--- config.mk ---
export PLATFORM = sky130hd
export DESIGN_NAME = key_sched_ctrl
export DESIGN_NICKNAME = d
export VERILOG_FILES = /design/src/rtl/aes_pkg.sv /design/src/rtl/rk_buffer.sv /design/src/rtl/key_sched_ctrl.sv
export SDC_FILE = /design/constraint.sdc
export NUM_CORES = 2
export LEC_CHECK = 0
export ABC_AREA = 1
export BUFFER_PORTS_ARGS = -buffer_cell sky130_fd_sc_hd__buf_4
export CORE_AREA = 5 5 578 294
export CTS_CLUSTER_DIAMETER = 120
export DETAILED_ROUTE_END_ITERATION = 6
export DIE_AREA = 0 0 583 299
export GPL_TIMING_DRIVEN = 0
export PLACE_DENSITY_LB_ADDON = 0.2
export SYNTH_ARGS = -nofsm -noshare
export SYNTH_HDL_FRONTEND = slang
export SYNTH_SLANG_ARGS = --single-unit
--- constraint.sdc ---
create_clock -name clk_i -period 52.6 [get_ports clk_i]
set_clock_uncertainty 0.2 [all_clocks]
set_input_delay 7.89 -clock clk_i [delete_from_list [all_inputs] [get_ports clk_i]]
set_output_delay 7.89 -clock clk_i [all_outputs]
set_load 0.02 [all_outputs]
--- src/rtl/aes_pkg.sv ---
// ----------------------------------------------------------------------------
// aes_pkg
//   Shared types and constants for the AES-256 key schedule slice.
//   key256_t : 256-bit cipher key / round_key word, bit 0 = MSB.
//   rk128_t  : 128-bit round key, bit 0 = MSB.
//   AES256_NUM_RK     : number of round keys kept for AES-256 (RK0..RK14).
//   AES256_LAST_ROUND : last round_key round index (r = 1..7).
//   ks_state_e        : sequencer state encoding.
// ----------------------------------------------------------------------------
package aes_pkg;

  typedef logic [0:255] key256_t;
  typedef logic [0:127] rk128_t;

  localparam int AES256_NUM_RK     = 15;
  localparam int AES256_LAST_ROUND = 7;

  typedef enum logic [1:0] {
    KS_IDLE  = 2'd0,
    KS_ISSUE = 2'd1,
    KS_WAIT  = 2'd2,
    KS_DONE  = 2'd3
  } ks_state_e;

endpackage

--- src/rtl/rk_buffer.sv ---
// ----------------------------------------------------------------------------
// rk_buffer
//   Round-key register file: NUM_RK entries of RK_W bits, written a pair at a
//   time (entries 2*wr_pair and 2*wr_pair+1) and read asynchronously.
//   Macro KEY_SCHED_ZEROIZE_EN adds the 'clr' port, which wipes every entry.
//
// Ports:
//   clk      in   clock, posedge
//   clr      in   (KEY_SCHED_ZEROIZE_EN only) clear all entries to 0
//   wr_en    in   write strobe
//   wr_pair  in   pair index; even entry gets wr_data[0:RK_W-1], odd entry
//                 gets wr_data[RK_W:2*RK_W-1] when it exists
//   wr_data  in   two round keys, big-endian
//   rd_idx   in   read index; indices >= NUM_RK read as 0
//   rd_data  out  entry at rd_idx (combinational, old value on same-cycle write)
// ----------------------------------------------------------------------------
module rk_buffer
  import aes_pkg::*;
#(
  parameter int NUM_RK = AES256_NUM_RK,
  parameter int RK_W   = 128
) (
  input  logic                clk,
`ifdef KEY_SCHED_ZEROIZE_EN
  input  logic                clr,
`endif
  input  logic                wr_en,
  input  logic [2:0]          wr_pair,
  input  logic [0:2*RK_W-1]   wr_data,
  input  logic [3:0]          rd_idx,
  output logic [0:RK_W-1]     rd_data
);

  logic [0:RK_W-1] mem [NUM_RK];

  // Pair write. The odd half of the last pair has no entry (RK15 would be
  // index 15), so the loop bound naturally drops it. No reset: contents
  // survive reset unless zeroization is built in.
  always_ff @(posedge clk) begin
`ifdef KEY_SCHED_ZEROIZE_EN
    if (clr) begin
      for (int i = 0; i < NUM_RK; i++) mem[i] <= '0;
    end else
`endif
    if (wr_en) begin
      for (int i = 0; i < NUM_RK; i++) begin
        if ((i / 2) == int'(wr_pair)) begin
          mem[i] <= (i % 2 == 0) ? wr_data[0:RK_W-1] : wr_data[RK_W:2*RK_W-1];
        end
      end
    end
  end

  // Async read as a compare-mux so an out-of-range index yields 0.
  always_comb begin
    rd_data = '0;
    for (int i = 0; i < NUM_RK; i++) begin
      if (rd_idx == 4'(i)) rd_data = mem[i];
    end
  end

endmodule

--- src/rtl/key_sched_ctrl.sv ---
// ----------------------------------------------------------------------------
// key_sched_ctrl
//   AES-256 key expansion sequencer. Takes a 256-bit key from the host, drives
//   the external round_key stage through rounds 1..7, and stores RK0..RK14 in
//   a local buffer the cipher datapath reads by index.
//   Optional macro KEY_SCHED_ZEROIZE_EN: buffer cleared on reset and on every
//   key accept (RK0/RK1 then load one cycle later), and reads return 0 while
//   keys_valid_o is low.
//
// Ports:
//   clk_i, reset_n_i          clock / synchronous active-low reset
//   key_i, key_v_i            cipher key and valid from host
//   key_ready_o               key accepted on key_v_i & key_ready_o
//   rk_k_o, rk_r_o, rk_v_o    request to round_key (k, r, valid)
//   rk_ready_i                round_key ready
//   rk_result_i, rk_v_i       round_key result and valid
//   rk_yumi_o                 consume strobe to round_key
//   rd_idx_i, rd_rk_o         round-key read port
//   keys_valid_o              all 15 round keys valid
//   busy_o                    expansion in progress
// ----------------------------------------------------------------------------
module key_sched_ctrl
  import aes_pkg::*;
#(
  parameter int NUM_RK = AES256_NUM_RK,
  parameter int KEY_W  = 256,
  parameter int RK_W   = 128
) (
  input  logic              clk_i,
  input  logic              reset_n_i,
  input  logic [0:KEY_W-1]  key_i,
  input  logic              key_v_i,
  output logic              key_ready_o,
  output logic [0:KEY_W-1]  rk_k_o,
  output logic [3:0]        rk_r_o,
  output logic              rk_v_o,
  input  logic              rk_ready_i,
  input  logic [0:KEY_W-1]  rk_result_i,
  input  logic              rk_v_i,
  output logic              rk_yumi_o,
  input  logic [3:0]        rd_idx_i,
  output logic [0:RK_W-1]   rd_rk_o,
  output logic              keys_valid_o,
  output logic              busy_o
);

  localparam logic [1:0] ST_IDLE  = 2'(KS_IDLE);
  localparam logic [1:0] ST_ISSUE = 2'(KS_ISSUE);
  localparam logic [1:0] ST_WAIT  = 2'(KS_WAIT);
  localparam logic [1:0] ST_DONE  = 2'(KS_DONE);

  logic [1:0]         state;
  logic [2:0]         round;
  logic               key_accept;
  logic               rsp_take;
  logic               last_round;
  logic               wr_en;
  logic [2:0]         wr_pair;
  logic [0:KEY_W-1]   wr_data;
  logic [0:RK_W-1]    rd_raw;

  assign key_ready_o  = (state == ST_IDLE) || (state == ST_DONE);
  assign keys_valid_o = (state == ST_DONE);
  assign busy_o       = (state == ST_ISSUE) || (state == ST_WAIT);
  assign rk_v_o       = (state == ST_ISSUE);
  // Every response is consumed the cycle it appears; outside WAIT it is simply
  // dropped, which drains anything left in flight across a reset.
  assign rk_yumi_o    = rk_v_i;

  assign key_accept = key_v_i && key_ready_o;
  assign rsp_take   = (state == ST_WAIT) && rk_v_i;
  assign last_round = (round == 3'(AES256_LAST_ROUND));

`ifdef KEY_SCHED_ZEROIZE_EN
  logic load_pending;
  logic clr;

  assign clr = !reset_n_i || key_accept;
`endif

  // Buffer write selection. A round response writes pair r; the key itself
  // fills pair 0, either on the accept edge or, when the accept edge is spent
  // zeroizing, one cycle later from the latched copy in rk_k_o. Writes are
  // suppressed during reset so a late response can never land.
  always_comb begin
    wr_en   = 1'b0;
    wr_pair = 3'd0;
    wr_data = rk_result_i;
    if (reset_n_i) begin
      if (rsp_take) begin
        wr_en   = 1'b1;
        wr_pair = round;
        wr_data = rk_result_i;
      end
`ifdef KEY_SCHED_ZEROIZE_EN
      else if (load_pending) begin
        wr_en   = 1'b1;
        wr_pair = 3'd0;
        wr_data = rk_k_o;
      end
`else
      else if (key_accept) begin
        wr_en   = 1'b1;
        wr_pair = 3'd0;
        wr_data = key_i;
      end
`endif
    end
  end

  // Sequencer: one ISSUE/WAIT pair per round. rk_k_o/rk_r_o only change on a
  // key accept or a consumed response, so they stay stable while rk_v_o waits
  // for rk_ready_i.
  always_ff @(posedge clk_i) begin
    if (!reset_n_i) begin
      state  <= ST_IDLE;
      round  <= 3'd1;
      rk_k_o <= '0;
      rk_r_o <= '0;
`ifdef KEY_SCHED_ZEROIZE_EN
      load_pending <= 1'b0;
`endif
    end else begin
`ifdef KEY_SCHED_ZEROIZE_EN
      load_pending <= key_accept;
`endif
      case (state)
        ST_IDLE, ST_DONE: begin
          if (key_v_i) begin
            rk_k_o <= key_i;
            rk_r_o <= 4'd1;
            round  <= 3'd1;
            state  <= ST_ISSUE;
          end
        end
        ST_ISSUE: begin
          if (rk_ready_i) state <= ST_WAIT;
        end
        ST_WAIT: begin
          if (rk_v_i) begin
            if (last_round) begin
              state <= ST_DONE;
            end else begin
              rk_k_o <= rk_result_i;
              rk_r_o <= {1'b0, round + 3'd1};
              round  <= round + 3'd1;
              state  <= ST_ISSUE;
            end
          end
        end
        default: state <= ST_IDLE;
      endcase
    end
  end

  rk_buffer #(
    .NUM_RK (NUM_RK),
    .RK_W   (RK_W)
  ) u_rk_buffer (
    .clk     (clk_i),
`ifdef KEY_SCHED_ZEROIZE_EN
    .clr     (clr),
`endif
    .wr_en   (wr_en),
    .wr_pair (wr_pair),
    .wr_data (wr_data),
    .rd_idx  (rd_idx_i),
    .rd_data (rd_raw)
  );

`ifdef KEY_SCHED_ZEROIZE_EN
  assign rd_rk_o = keys_valid_o ? rd_raw : '0;
`else
  assign rd_rk_o = rd_raw;
`endif

endmodule

==> impl_metrics.tcl <==
set metrics [dict create \
    tns_ps 0 \
    start_util 0.5240 \
    die_area_mm2 0.1743 \
    first_pass_iters 7 \
    postSynth.asyncResetShare 0 \
    max_freq_ghz 0.05067 \
    endpoint_kind "primary output" \
    place_area_mm2 0.09808 \
    clock-sinks 2182 \
    rsz0062_at_grt "false" \
    cts_tree "yes" \
    fin_nets 8870 \
    hpwl_um 216600 \
    antenna_found_initial 32 \
    syn_nets 7640 \
    post-route-util 0.6329 \
    maxCapViolations 2 \
    drtAntennaViolNets 0 \
    critPathMaxFanout 11 \
    tightest_slew_ps 1529 \
    hold_viol 0 \
    p_total_mw 4.860 \
    ys_ff_latch 2182 \
    status "finished, violations left" \
    relSlewSlack -0.01906 \
    violations "capacitance limit, slew limit" \
    min_period_ps 19740 \
    p_per_area_mw_per_mm2 46.51 \
    io_pins 914 \
    drive_gt1_frac 0.2106 \
    drtIter0Drc 9278 \
    setup_slack_ps 32870 \
    pre_cts_ws_ps 33000 \
    grt.overflow.total 0 \
    vdd_drop_max_mv 0.03921 \
    clk_latency_ps 820 \
    syn-cell-area_mm2 0.08653 \
    startpoint_type "input pin" \
    post-route-cell-area_mm2 0.1045 \
    grt_use_met3 0.09864 \
    period_share 0.3752 \
    final_cell_count_no_fill 10740 \
    core_area_mm2 0.1651 \
    grt.total_usage 0.3368 \
    synthFlopType "edfxtp_1" \
    port_buffers 911 \
    dieWidth_um 583 \
    report.final.slew_viol_count 23 \
    synth_top_area_cell "edfxtp_1" \
    wl_per_cell_um 28.09 \
    netlist_instances 7113 \
    vias_per_cell 5.940 \
    rows 106 \
    synth_top_area_frac 0.6663 \
    remaining_drc_errors 0 \
    use_met2 0.4789 \
    critPathKind "in -> out" \
    grt_pass1_wl_um 424600 \
    cts_resized 0 \
    drt-total-wl_um 301700 \
    synth_area_per_cell_um2 12.16 \
    clockBufferDepth 4 \
    grt_pass1_vias 59171 \
    post_cts_buffers 0 \
    arrival_ps 11640 \
    place.gp.congestion 0.9382 \
    synthToLayoutAreaGrowth_pct 20.78 \
    path_clk_slew_ps 70 \
    grt_busiest_layer "met1" \
    yosys_warnings 0 \
    hp-class "reg -> reg" \
    whs_ps 284.7 \
    synth.distinct_cells 30 \
    cts_buffers 196 \
    worstPathRequired_ps 44510 \
    synth_top_cells_by_count "edfxtp_1, nand2_1, nor2_1, nand3_1, nand4_1" \
    p_leak_nw 38.02 \
    grt_max_degree 34 \
    met1_usage 0.5049 \
    num_vias 63798 \
    root_buffer "clkbuf_16" \
    seq_area_frac_synth 0.7269 \
    yosysMostFrequentCell "edfxtp_1" \
    fillers 12445 \
    dp_cells 10357 \
    die-height_um 299 \
    synth-edff-count 1920 \
    ys_top_cells_by_area "edfxtp_1, nand2_1, dfxtp_1" \
    setup_viol 0 \
    cts_hold_buf 0 \
    h-tree-depth 4 \
]
final timing paths:
check / startpoint / to / slack [ps] / cells after the start
hold / removal: rk_r_o[0]$_SDFFE_PN0P_ / rk_r_o[0]$_SDFFE_PN0P_ / 280 / 2
hold reg to reg: rk_r_o[0]$_SDFFE_PN0P_ / rk_r_o[0]$_SDFFE_PN0P_ / 280 / 2
setup / recovery: rd_idx_i[0] / rd_rk_o[91] / 32870 / 9
setup reg to reg: state[0]$_SDFFE_PN0P_ / u_rk_buffer.mem[0][119]$_DFFE_PP_ / 47660 / 16
final cells by class:
class | count | area [µm²] | area share
diodes | 31 | 77.57 | 0.0007423
plain buffers | 420 | 1760 | 0.01685
clock buffers | 245 | 5254 | 0.05027
clock inverters | 105 | 1067 | 0.01021
inverters | 307 | 1152 | 0.01103
multi-input cells | 4204 | 20810 | 0.1991
flip-flops and latches | 2182 | 62900 | 0.6019
well taps | 2214 | 2770 | 0.02651
repair buffers | 1032 | 8721 | 0.08345
cell families after synthesis:
kind of cell               synth area share
muxes                               0.03332
adders and majority gates         0.0008676
DFF                                  0.7269
other                            0.00004334
and+or+nand+nor                      0.1599
AOI/OAI and AO/OA                   0.04549
buffers and inverters               0.03340
layer usage:
metal  vias up  part of all wire
li1      27745                 -
met1     31341              0.41
met2      4172              0.42
met3       522              0.13
met4        18             0.032
met5         -           0.00047
flip-flops by register name (all words and copies together), names as in the netlist:
signal and cells:
state 2, rk_k_o 256, round 2, rk_r_o 2, u_rk_buffer.mem 1920
critical path, stage by stage:
cell	delay (ps)
buf_4	130
inv_1	100
nand2_1	110
nor2_4	740
clkbuf_1	900
clkbuf_1	1170
nand2_1	110
nand4_1	270
buf_4	190
cell usage in the layout, fill, tap and decap left out, types with 5 or more instances in the layout:
master	Yosys	final
edfxtp_1	1920	1920
clkbuf_2	0	17
clkbuf_8	0	8
or2_0	36	36
inv_2	6	6
bufinv_16	0	21
buf_16	0	7
or2_1	20	20
mux2_2	256	256
diode_2	0	31
nor2_2	4	5
clkbuf_1	288	308
clkbuf_16	0	200
clkinv_2	0	30
buf_8	0	5
a31oi_1	256	256
nor2_1	465	456
a21oi_1	162	162
buf_12	0	66
ha_1	6	6
buf_4	5	947
clkinv_1	0	38
or2_2	70	70
buf_2	108	121
nor2_4	2	10
nand4_1	372	372
dfxtp_1	262	262
buf_1	18	17
inv_1	301	301
clkinvlp_4	0	9
o21ai_0	300	300
nand3_1	376	376
nand2_1	1871	1871
where the power goes:
group / switching, mW / internal [mW]
combinational: 0.887 / 0.359
sequential: 0.0557 / 2.11
clock: 0.642 / 0.811
No activity file was read; power rests on OpenSTA's default activity.
